## config.mk

```make
export PLATFORM = sky130hd
export DESIGN_NAME = count_issuer_flat
export DESIGN_NICKNAME = d
export VERILOG_FILES = /design/src/rtl/count_issuer_if.sv /design/src/rtl/count_issuer.sv /design/src/flat_wrapper.sv
export SDC_FILE = /design/constraint.sdc
export NUM_CORES = 1
export LEC_CHECK = 0
export ABC_AREA = 1
export CORE_MARGIN = 1.5
export CORE_UTILIZATION = 53
export DETAILED_ROUTE_END_ITERATION = 12
export GPL_ROUTABILITY_DRIVEN = 0
export GPL_TIMING_DRIVEN = 1
export PLACE_DENSITY_LB_ADDON = 0.12
export SYNTH_ARGS = -nofsm -noshare
export SYNTH_HDL_FRONTEND = slang
export SYNTH_SLANG_ARGS = --single-unit
```

## constraint.sdc

```tcl
create_clock -name clk -period 2.2 [get_ports clk]
set_input_delay 0.44 -clock clk [delete_from_list [all_inputs] [get_ports clk]]
set_output_delay 0.44 -clock clk [all_outputs]
set_load 0.005 [all_outputs]
```

## src/rtl/count_issuer_if.sv

```systemverilog
// count_issuer_if: request, count-unit and response signals of the count issuer.
interface count_issuer_if #(parameter int W = 8);
  logic         req_valid;
  logic         req_ready;
  logic [W-1:0] req_data;
  logic [1:0]   req_sel;
  logic         start;
  logic [W-1:0] a_in;
  logic [1:0]   sel;
  logic         done;
  logic [W-1:0] cntout;
  logic         rsp_valid;
  logic         rsp_ready;
  logic [W-1:0] rsp_cnt;
  logic         rsp_err;
  modport master (
    input  req_valid, req_data, req_sel, done, cntout, rsp_ready,
    output req_ready, start, a_in, sel, rsp_valid, rsp_cnt, rsp_err
  );
  modport slave (
    output req_valid, req_data, req_sel, done, cntout, rsp_ready,
    input  req_ready, start, a_in, sel, rsp_valid, rsp_cnt, rsp_err
  );
endinterface

```

## src/rtl/count_issuer.sv

```systemverilog
// count_issuer: queues count requests, issues them one at a time to the count unit, returns results.
// Define CNT_CHECK_EN to flag count-unit results that disagree with a locally computed reference.
module count_issuer #(
  parameter int W       = 8,
  parameter int DEPTH   = 4,
  parameter int TIMEOUT = 12
) (
  input logic            clk,
  input logic            rst,
  count_issuer_if.master bus
);
  localparam int AW = $clog2(DEPTH);
  localparam int TW = $clog2(TIMEOUT + 1);
  typedef enum logic [2:0] {IDLE, ISSUE, WAIT, ILLEGAL, RESP} state_t;
  state_t        state, nxt;
  logic [AW:0]   wp, rp;
  logic [AW-1:0] wa, ra;
  logic [W-1:0]  mem_data [DEPTH];
  logic [1:0]    mem_sel  [DEPTH];
  logic [TW-1:0] timer;
  logic [W-1:0]  a_in_q, rsp_cnt_q;
  logic [1:0]    sel_q;
  logic          rsp_err_q;
  logic          empty, full, push, pop, head_legal, timed_out, mismatch;
  assign wa         = wp[AW-1:0];
  assign ra         = rp[AW-1:0];
  assign empty      = wp == rp;
  assign full       = wp == {~rp[AW], rp[AW-1:0]};
  assign push       = bus.req_valid && !full;
  assign pop        = state == ISSUE || state == ILLEGAL;
  assign head_legal = mem_sel[ra] == 2'b10 || mem_sel[ra] == 2'b01;
  assign timed_out  = timer == TW'(TIMEOUT - 1);
`ifdef CNT_CHECK_EN
  logic [W-1:0] mem_ref [DEPTH];
  logic [W-1:0] ref_q;
  // X/Z bits match neither 1'b1 nor 1'b0 under ===, so they never count.
  function automatic logic [W-1:0] ref_cnt(input logic [W-1:0] d, input logic [1:0] s);
    ref_cnt = '0;
    for (int i = 0; i < W; i++)
      ref_cnt = ref_cnt + {{(W-1){1'b0}}, (s == 2'b10) ? (d[i] === 1'b1) : (d[i] === 1'b0)};
  endfunction
  always_ff @(posedge clk)
    if (push) mem_ref[wa] <= ref_cnt(bus.req_data, bus.req_sel);
  always_ff @(posedge clk or negedge rst)
    if (!rst) ref_q <= '0;
    else if (state == IDLE && !empty && head_legal) ref_q <= mem_ref[ra];
  assign mismatch = bus.cntout != ref_q;
`else
  assign mismatch = 1'b0;
`endif
  always_ff @(posedge clk)
    if (push) begin
      mem_data[wa] <= bus.req_data;
      mem_sel[wa]  <= bus.req_sel;
    end
  always_comb begin
    nxt = state;
    case (state)
      IDLE:    nxt = empty ? IDLE : (head_legal ? ISSUE : ILLEGAL);
      ISSUE:   nxt = WAIT;
      WAIT:    nxt = (bus.done || timed_out) ? RESP : WAIT;
      ILLEGAL: nxt = RESP;
      RESP:    nxt = bus.rsp_ready ? IDLE : RESP;
      default: nxt = IDLE;
    endcase
  end
  always_ff @(posedge clk or negedge rst)
    if (!rst) begin
      state     <= IDLE;
      wp        <= '0;
      rp        <= '0;
      timer     <= '0;
      a_in_q    <= '0;
      sel_q     <= '0;
      rsp_cnt_q <= '0;
      rsp_err_q <= 1'b0;
    end else begin
      state <= nxt;
      timer <= (state == WAIT) ? timer + TW'(1) : '0;
      if (push) wp <= wp + (AW+1)'(1);
      if (pop) rp <= rp + (AW+1)'(1);
      if (state == IDLE && !empty && head_legal) begin
        a_in_q <= mem_data[ra];
        sel_q  <= mem_sel[ra];
      end
      // done wins over a timeout expiring in the same cycle
      if (state == WAIT && bus.done) begin
        rsp_cnt_q <= bus.cntout;
        rsp_err_q <= mismatch;
      end else if ((state == WAIT && timed_out) || state == ILLEGAL) begin
        rsp_cnt_q <= '0;
        rsp_err_q <= 1'b1;
      end
    end
  assign bus.req_ready = !full;
  assign bus.start     = state == ISSUE;
  assign bus.a_in      = a_in_q;
  assign bus.sel       = sel_q;
  assign bus.rsp_valid = state == RESP;
  assign bus.rsp_cnt   = rsp_cnt_q;
  assign bus.rsp_err   = rsp_err_q;
endmodule

```

## src/flat_wrapper.sv

```systemverilog
// flat-port wrapper written by rule: the top's interface ports become plain ports
module count_issuer_flat 
#(
  parameter int W       = 8,
  parameter int DEPTH   = 4,
  parameter int TIMEOUT = 12
)
  (clk, rst, bus_req_valid, bus_req_data, bus_req_sel, bus_done, bus_cntout, bus_rsp_ready, bus_req_ready, bus_start, bus_a_in, bus_sel, bus_rsp_valid, bus_rsp_cnt, bus_rsp_err);
  count_issuer_if #(.W(W)) bus_i ();
  input logic clk;
  input logic rst;
  input wire logic [$bits(bus_i.req_valid)-1:0] bus_req_valid;
  input wire logic [$bits(bus_i.req_data)-1:0] bus_req_data;
  input wire logic [$bits(bus_i.req_sel)-1:0] bus_req_sel;
  input wire logic [$bits(bus_i.done)-1:0] bus_done;
  input wire logic [$bits(bus_i.cntout)-1:0] bus_cntout;
  input wire logic [$bits(bus_i.rsp_ready)-1:0] bus_rsp_ready;
  output wire logic [$bits(bus_i.req_ready)-1:0] bus_req_ready;
  output wire logic [$bits(bus_i.start)-1:0] bus_start;
  output wire logic [$bits(bus_i.a_in)-1:0] bus_a_in;
  output wire logic [$bits(bus_i.sel)-1:0] bus_sel;
  output wire logic [$bits(bus_i.rsp_valid)-1:0] bus_rsp_valid;
  output wire logic [$bits(bus_i.rsp_cnt)-1:0] bus_rsp_cnt;
  output wire logic [$bits(bus_i.rsp_err)-1:0] bus_rsp_err;
  assign bus_i.req_valid = bus_req_valid;
  assign bus_i.req_data = bus_req_data;
  assign bus_i.req_sel = bus_req_sel;
  assign bus_i.done = bus_done;
  assign bus_i.cntout = bus_cntout;
  assign bus_i.rsp_ready = bus_rsp_ready;
  assign bus_req_ready = bus_i.req_ready;
  assign bus_start = bus_i.start;
  assign bus_a_in = bus_i.a_in;
  assign bus_sel = bus_i.sel;
  assign bus_rsp_valid = bus_i.rsp_valid;
  assign bus_rsp_cnt = bus_i.rsp_cnt;
  assign bus_rsp_err = bus_i.rsp_err;
  count_issuer #(.W(W), .DEPTH(DEPTH), .TIMEOUT(TIMEOUT)) u_core (.clk(clk), .rst(rst), .bus(bus_i));
endmodule
```

==> results.py, run 1 <==
metrics = {
    "clock_network": {
        "insertion_delay_ns": 0.35,
        "cts_root_buf": "clkbuf_8",
        "cts_made_buffers": 9,
        "clock_path_buffers": 2,
        "cts_htree_levels": 3,
        "cts_hold_buf": 0,
        "cts_sinks": 72,
        "path_clk_slew_ns": 0.07,
        "cts_tree": "yes",
    },
    "route": {
        "vias": 2105,
        "wl_per_cell_um": 12.9,
        "first_iter_violations": 93,
        "totalWireLength_mm": 5.40,
        "drtPass1Iterations": 5,
        "vias_per_cell": 5.02,
        "drc": 0,
        "ant_nets": 0,
    },
    "timing": {
        "totalNegativeSetupSlack_ns": 0,
        "setup_violations": 0,
        "finalCriticalPeriod_ns": 2.08,
        "fin_skew_ns": 0.0110,
        "drv_slew": 0,
        "worstMarginPinSlew_ns": 0.407,
        "hold_viol": 0,
        "setup_ws_ns": 0.122,
        "period_share_pct": 94.5,
        "relSlewSlack_pct": 72.8,
        "rsz0062_at_grt": "false",
        "fmax_ghz": 0.481,
        "fin_hold_ws_ns": 0.462,
    },
    "power": {
        "seqPwrFrac_pct": 40.3,
        "p_int_mw": 3.29,
        "p_sw_share_pct": 36.1,
        "clkPwrFrac_pct": 19.1,
        "powerDensity_mw_per_mm2": 1360,
        "pwr-share-comb_pct": 40.6,
        "p_leak_nw": 1.66,
        "p_sw_mw": 1.86,
        "ir_drop_mv": 0.615,
        "power_mw": 5.15,
    },
    "place": {
        "dp_slack_ns": 0.366,
        "dp_cells": 401,
        "dp_hpwl_mm": 3.61,
        "placed_cell_area_mm2": 0.00359,
        "portBuffers": 44,
    },
    "yosys": {
        "synth_commonest_cells": "nand2_1, edfxtp_1, dfrtp_1",
        "ys.warnings.count": 0,
        "synthTopCellsByArea": "edfxtp_1, dfrtp_1, nand2_1",
        "syn_area_per_cell_um2": 10.8,
        "yosys.area.top_type": "edfxtp_1",
        "syn_nets": 311,
        "synth_edf_count": 40,
        "synth_top_area_share_pct": 39.6,
        "postSynthCellCount": 282,
        "ys_types": 26,
        "ys_seq_area_share_pct": 66.0,
        "synth-main-ff-cell": "edfxtp_1",
        "ys_async_sr_fraction_pct": 44.4,
        "syn_area_mm2": 0.00304,
        "synth_most_common_cell": "nand2_1",
        "ys_ff_latch": 72,
    },
    "critical_path": {
        "worst_ep_arrival_time_ns": 1.64,
        "ff2ff_setup_slack_ns": 0.59,
        "endpoint_kind": "primary output",
        "critPathKind": "flip-flop to primary output",
        "rr_startpoint": "u_core.rp[0]",
        "crit_required_ns": 1.76,
        "cp-start-kind": "flip-flop",
        "r2r.worst_path.cells": 10,
        "timing.rr.end": "u_core.bus.a_in[3]",
        "critPathMaxFanout": 5,
    },
    "floorplanning": {
        "start_util_pct": 55.1,
        "coreArea_mm2": 0.00551,
        "dieWidth_um": 78.7,
        "boundaryPins": 45,
        "dieHeight_um": 78.7,
        "num_rows": 27,
        "dieArea_mm2": 0.00619,
    },
    "global_route": {
        "grt_max_degree": 33,
        "grt_pass1_wl_mm": 8.87,
        "antenna_found_initial": 0,
        "grt_pass1_vias": 1925,
        "gr-usage-all-layers_pct": 19.4,
        "grt_overflow_total": 0,
    },
    "final_layout": {
        "fin_util_pct": 68.9,
        "area_growth_syn_to_layout_pct": 25.0,
        "drive_gt1_share_pct": 12.1,
        "stdcell_count": 419,
        "fin_nets": 371,
        "insertedDiodeCount": 0,
        "final_area_mm2": 0.00379,
    },
    "hold_path": {
        "hold_class": "flip-flop to flip-flop",
        "worstHoldEndpoint": "u_core.timer[0]",
        "hold_depth": 1,
        "min_from": "u_core.timer[0]",
    },
    "outcome": {
        "status": "finished clean",
    },
    "job": {
        "drv_cap": 0,
    },
}
==> sequential cells by signal (all words and copies together), names as in the netlist <==
name                count
u_core.bus.sel          2
u_core.timer            4
u_core.wp               3
u_core.rp               3
u_core.mem_sel          8
u_core.state            3
u_core.mem_data        32
u_core.bus.rsp_cnt      8
u_core.bus.rsp_err      1
u_core.bus.a_in         8
==> power groups by stage <==
stage | registers (mW) | clock network [mW] | logic [mW]
3_3_place_gp | 2.10 | 0 | 2.03
5_1_grt | 2.12 | 1.06 | 2.37
6_report | 2.07 | 0.984 | 2.09
4_1_cts | 2.09 | 1.00 | 2.08
3_5_place_dp | 2.11 | 0 | 2.07
2_1_floorplan | 2.10 | 0 | 1.28
==> final cells by class <==
cell class / instances / area [um2]
clock buffer: 9 / 124
clock inverter: 7 / 62.6
fill: 423 / 1710
inverter: 25 / 93.8
multi-input combinational: 179 / 897
sequential: 72 / 2000
tap: 72 / 90.1
timing repair buffer: 55 / 523
==> repair_timing <==
item                       CTS  global route
setup endpoints to repair    1             1
resized for setup            1             0
buffers inserted             0             2
==> worst max path at each step <==
stage          slack, ns                     to    startpoint  depth (start not counted)
2_1_floorplan       0.48  u_core.mem_data[0][0]  u_core.rp[1]                          6
3_5_place_dp        0.37          bus_req_ready  u_core.rp[1]                          5
4_1_cts             0.08          bus_req_ready  u_core.rp[1]                          5
3_3_place_gp        0.41          bus_req_ready  u_core.rp[1]                          5
5_1_grt            0.007          bus_req_ready  u_core.wp[1]                          5
6_report            0.12          bus_req_ready  u_core.wp[1]                          5
==> cells by family after synthesis <==
group / synth area share (%)
xor gates and xnor gates: 1.73
buffers and inverters: 4.49
DFF: 66.0
adders and majority gates: 2.47
and+or+nand+nor: 19.4
AOI/OAI and AO/OA: 5.98
==> worst max-delay path, stage by stage, from the launching register on <==
cell             delay [ns]
dfrtp_1                0.42
inv_1                  0.10
nand2_1                0.08
nand2_1                0.07
nand3b_1               0.12
clkdlybuf4s50_1        0.51
==> layout by cell type (no fill, tap or decap), drive strengths merged, types with 2 or more instances in the layout <==
cell and n:
nand2 85, clkdlybuf4s50 44, edfxtp 40, dfrtp 32, nor2 30, inv 25
o21ai 21, nand3 15, buf 11, o22ai 9, clkbuf 9, ha 6
xor2 4, clkinv 4, xnor2 2, nand4 2, clkinvlp 2
==> layer usage <==
metal | vias up | track usage, % | part of all wire [%]
met4 | 0 | 9.29 | 1.8
met2 | 57 | 31.0 | 46
met3 | 9 | 5.47 | 5.4
met5 | - | 0 | 0
li1 | 1053 | - | -
met1 | 986 | 24.4 | 47
Power figures use the tool's default switching activity.
==> run 2, diff against run 1 <==
- PLACE_DENSITY: default -> 0.9
- PLACE_DENSITY_LB_ADDON: 0.12 -> default
- clock period: 2.2 -> 2 ns (I/O delays scaled with it)
==> results.py, run 2 (synthesis gave the netlist of run 1 again) <==
metrics = {
    "route": {
        "routed-wl-met3_um": 414,
        "dr_wl_met2_mm": 2.94,
        "totalWireLength_mm": 5.92,
        "vias_per_cell": 5.20,
        "vias": 2196,
        "drt-met1-wl_mm": 2.42,
        "first_iter_violations": 154,
        "drc": 0,
        "drtPass1Iterations": 4,
        "ant_nets": 0,
        "wl_per_cell_um": 14.0,
        "dr.max_layer_used": "met4",
    },
    "final_layout": {
        "drive_gt1_share_pct": 13.4,
        "insertedDiodeCount": 0,
        "largest_register_ffs": 32,
        "final_area_mm2": 0.00384,
        "layout_common_cells": "nand2_1, clkdlybuf4s50_1, edfxtp_1",
        "fin_util_pct": 69.7,
        "final_common_cell": "nand2_1",
        "area_growth_syn_to_layout_pct": 26.5,
        "stdcell_count": 422,
        "fin_nets": 374,
        "regMostFlops": "u_core.mem_data",
    },
    "power": {
        "ir_drop_mv": 0.761,
        "p_int_mw": 3.69,
        "p_sw_mw": 2.14,
        "powerDensity_mw_per_mm2": 1520,
        "clkPwrFrac_pct": 19.9,
        "power_mw": 5.83,
        "p_leak_nw": 1.72,
        "p_sw_share_pct": 36.7,
        "pwr-share-comb_pct": 41.1,
        "seqPwrFrac_pct": 39.0,
    },
    "place": {
        "placed_cell_area_mm2": 0.00360,
        "dp_slack_ns": 0.308,
        "portBuffers": 44,
        "dp_hpwl_mm": 3.93,
        "dp_cells": 402,
    },
    "critical_path": {
        "critPathMaxFanout": 4,
        "critPathKind": "flip-flop to primary output",
        "endpoint_kind": "primary output",
        "cp-start-kind": "flip-flop",
        "crit_required_ns": 1.60,
        "worst_ep_arrival_time_ns": 1.44,
        "r2r.worst_path.cells": 11,
    },
    "floorplanning": {
        "num_rows": 27,
        "dieWidth_um": 78.7,
        "dieHeight_um": 78.7,
        "coreArea_mm2": 0.00551,
        "dieArea_mm2": 0.00619,
        "start_util_pct": 55.1,
        "boundaryPins": 45,
    },
    "timing": {
        "worstMarginPinSlew_ns": 0.390,
        "hold_viol": 0,
        "period_share_pct": 92.2,
        "fin_hold_ws_ns": 0.444,
        "fin_skew_ns": 0.0104,
        "relSlewSlack_pct": 74.0,
        "setup_violations": 0,
        "fmax_ghz": 0.542,
        "drv_slew": 0,
        "setup_ws_ns": 0.156,
        "rsz0062_at_grt": "false",
        "totalNegativeSetupSlack_ns": 0,
        "finalCriticalPeriod_ns": 1.84,
    },
    "clock_network": {
        "insertion_delay_ns": 0.35,
        "cts_made_buffers": 9,
        "cts_htree_levels": 3,
        "cts_root_buf": "clkbuf_8",
        "cts_sinks": 72,
        "clock_path_buffers": 2,
        "path_clk_slew_ns": 0.07,
        "cts_tree": "yes",
    },
    "job": {
        "drv_cap": 0,
    },
    "global_route": {
        "gr-usage-all-layers_pct": 21.3,
        "antenna_found_initial": 0,
        "grt_pass1_wl_mm": 9.56,
        "grt_pass1_vias": 2073,
        "grt_overflow_total": 0,
        "grt_max_degree": 33,
    },
    "outcome": {
        "status": "finished clean",
    },
    "hold_path": {
        "hold_class": "primary input to async pin",
    },
}
[run 2: cell count changes in the layout (fill, tap and decap cells not counted), moves of 2 or more]
cell and delta:
buf_4 +3, clkdlybuf4s50_1 -3, clkinv_1 -2, dlymetal6s2s_1 +2
[run 2: critical path, cell delays in order (launching register included)]
cell           delay [ns]
dfrtp_1              0.42
xnor2_1              0.24
nand3b_1             0.15
dlygate4sd2_1        0.29
[run 2: final timing paths]
path | start | endpoint | slack, ns
worst max-delay path | u_core.wp[0] | bus_req_ready | 0.16
worst min-delay path | rst | u_core.timer[0] | 0.44
worst max register to register | u_core.rp[0] | u_core.bus.a_in[3] | 0.33
worst min register to register | u_core.timer[0] | u_core.timer[0] | 0.46
max in group asynchronous | rst | u_core.bus.rsp_cnt[1] | 1.27
min in group clk | u_core.timer[0] | u_core.timer[0] | 0.46
[run 2: timing repair]
action	4_1_cts	5_1_grt
hold endpoints to repair	0	0
pin swaps	0	0
hold buffers	0	0
resized for setup	2	2
setup buffers	2	2
setup endpoints to repair	2	2
[run 2: layout make-up]
cell class | count | area [um2]
Sequential cell | 72 | 2000
Fill cell | 386 | 1670
Multi-Input combinational cell | 179 | 900
Timing Repair Buffer | 58 | 549
Clock buffer | 10 | 138
Inverter | 25 | 93.8
Tap cell | 72 | 90.1
Clock inverter | 6 | 67.6
[run 2: routing by layer]
metal | up-vias | track usage [%]
li1 | 1059 | -
met4 | 0 | 10.9
met1 | 1047 | 25.6
met3 | 11 | 6.86
met2 | 79 | 34.3
met5 | - | 0
[run 2: power by group through the flow]
| stage | combinational (mW) | clock, mW | sequential, mW |
|---|---|---|---|
| after CTS | 2.37 | 1.18 | 2.27 |
| after detailed placement | 2.31 | 0 | 2.31 |
| final | 2.40 | 1.16 | 2.27 |
| after global placement | 2.23 | 0 | 2.28 |
| after floorplan | 1.41 | 0 | 2.31 |
| after global routing | 2.68 | 1.25 | 2.32 |
==> variant: new RTL, flow settings as in run 2 <==
Add a define of `CNT_CHECK_EN`.
--- a/src/rtl/count_issuer.sv
+++ b/src/rtl/count_issuer.sv
@@ -1,4 +1,6 @@
 // count_issuer: queues count requests, issues them one at a time to the count unit, returns results.
 // Define CNT_CHECK_EN to flag count-unit results that disagree with a locally computed reference.
+`define CNT_CHECK_EN
+
 module count_issuer #(
   parameter int W       = 8,
Function: changed (a bounded check fails within 10 cycles, from zero or initial values and one cycle with rst low).
==> variant against run 2 <==
The flow now finishes with violations (setup timing); count of clock-buffer cells in the layout rose by 1; hold slack got worse by 0.17 ns; final area rose by 32%; critical path depth rose by 5; fmax fell by 21%; combinational power rose by 28%; via count rose by 29%; highest routed layer unchanged; sequential cell count rose by 20; synthesized area rose by 33%; total power rose by 25%; worst setup slack got worse by 0.48 ns; routed wire length rose by 39%; die area rose by 31%; clock skew barely moved.
==> variant: results (changes against run 2) <==
buffer_area_share_pct: 13.7  # -0.58 points
area_delta_synth_final_pct: 25.5
wirelength_mm: 8.26  # +39%
clock_latency_ns: 0.37  # +0.02 ns
dpl_cell_area_um2: 4750  # +32%
synthesis.nets: 404  # +30%
synthAdderAreaFrac_pct: 4.28  # +1.8 points
rrSetupSlack_ns: 0.21  # -0.12 ns
multi_input_gates: 236  # +32%
crit_path_end: "u_core.mem_ref[0][2]$_DFFE_PP_"
drt_iter0_drc: 218  # +42%
hold_slack_ns: 0.277  # -0.167 ns
n_fill_cell: 517  # +34%
setup_ws_ns: -0.320  # -0.476 ns
clock_skew_ns: 0.0106  # +0.000204 ns
hpwl_mm: 5.42  # +38%
critPathMaxStageDelay_ns: 0.48  # +0.06 ns
setup_viol: 12  # +12
outcome: "finished with violations"
synth-compound-area-share_pct: 7.76  # +1.8 points
synth-async-reset-ratio_pct: 39.1  # -5.3 points
violations: "setup timing"
syn_inst: 369  # +31%
synth_area_leaders: "edfxtp_1, dfrtp_1, nand2_1, nor2_1, o21ai_0"
holdCritPathClass: "input port to flip-flop"
nNonClkInverters: 29  # +16%
multiInputGateArea_um2: 1330  # +47%
reg2reg_depth: 10  # -1
[variant: cell types whose count changed after synthesis, moves of 4 or more]
cell | run 2 | this run
edfxtp_1 | 40 | 56
nand3_1 | 12 | 28
nor2_1 | 29 | 45
o21ai_0 | 19 | 30
xnor2_1 | 2 | 9
a22o_1 | 0 | 6
clkbuf_1 | 0 | 4
dfrtp_1 | 32 | 36
[variant: critical path: cells and delay by family]
family / cells / cell delay, ns
xor+xnor: 2 / 0.30
fa+ha+maj: 4 / 1.50
simple gates: 1 / 0.13
buf+inv: 1 / 0.10
[variant: timing repair]
| action | in CTS | in global routing |
|---|---|---|
| gates cloned | 0 | 0 |
| buffers inserted | 2 | 6 |
| gates resized for setup | 37 | 9 |
| setup endpoints to repair | 18 | 15 |
| pin swaps | 10 | 7 |
[variant: power by group]
part / switching (W) / internal, W
logic: 0.00176 / 0.00130
clock network: 0.000643 / 0.000647
registers: 0.000253 / 0.00265
[variant: how the worst min path moves through the flow]
stage                                    startpoint                               to
after floorplan                                 rst   u_core.bus.a_in[0]$_DFFE_PN0P_
after global placement    u_core.timer[0]$_DFF_PN0_        u_core.timer[0]$_DFF_PN0_
after detailed placement  u_core.timer[0]$_DFF_PN0_        u_core.timer[0]$_DFF_PN0_
after CTS                           bus_req_data[7]  u_core.mem_data[3][7]$_DFFE_PP_
after global routing                bus_req_data[7]  u_core.mem_data[3][7]$_DFFE_PP_
final                               bus_req_data[7]  u_core.mem_data[3][7]$_DFFE_PP_
[variant: metal layers]
metal  share of wire, %  GRT usage (%)  wire length (um)  vias up
met4                2.0           11.9               163        0
met1                 42           26.2              3480     1313
li1                   -              -                 -     1390
met2                 50           34.2              4110      108
met3                6.1           6.09               504       14
met5                  0              0                 0        -
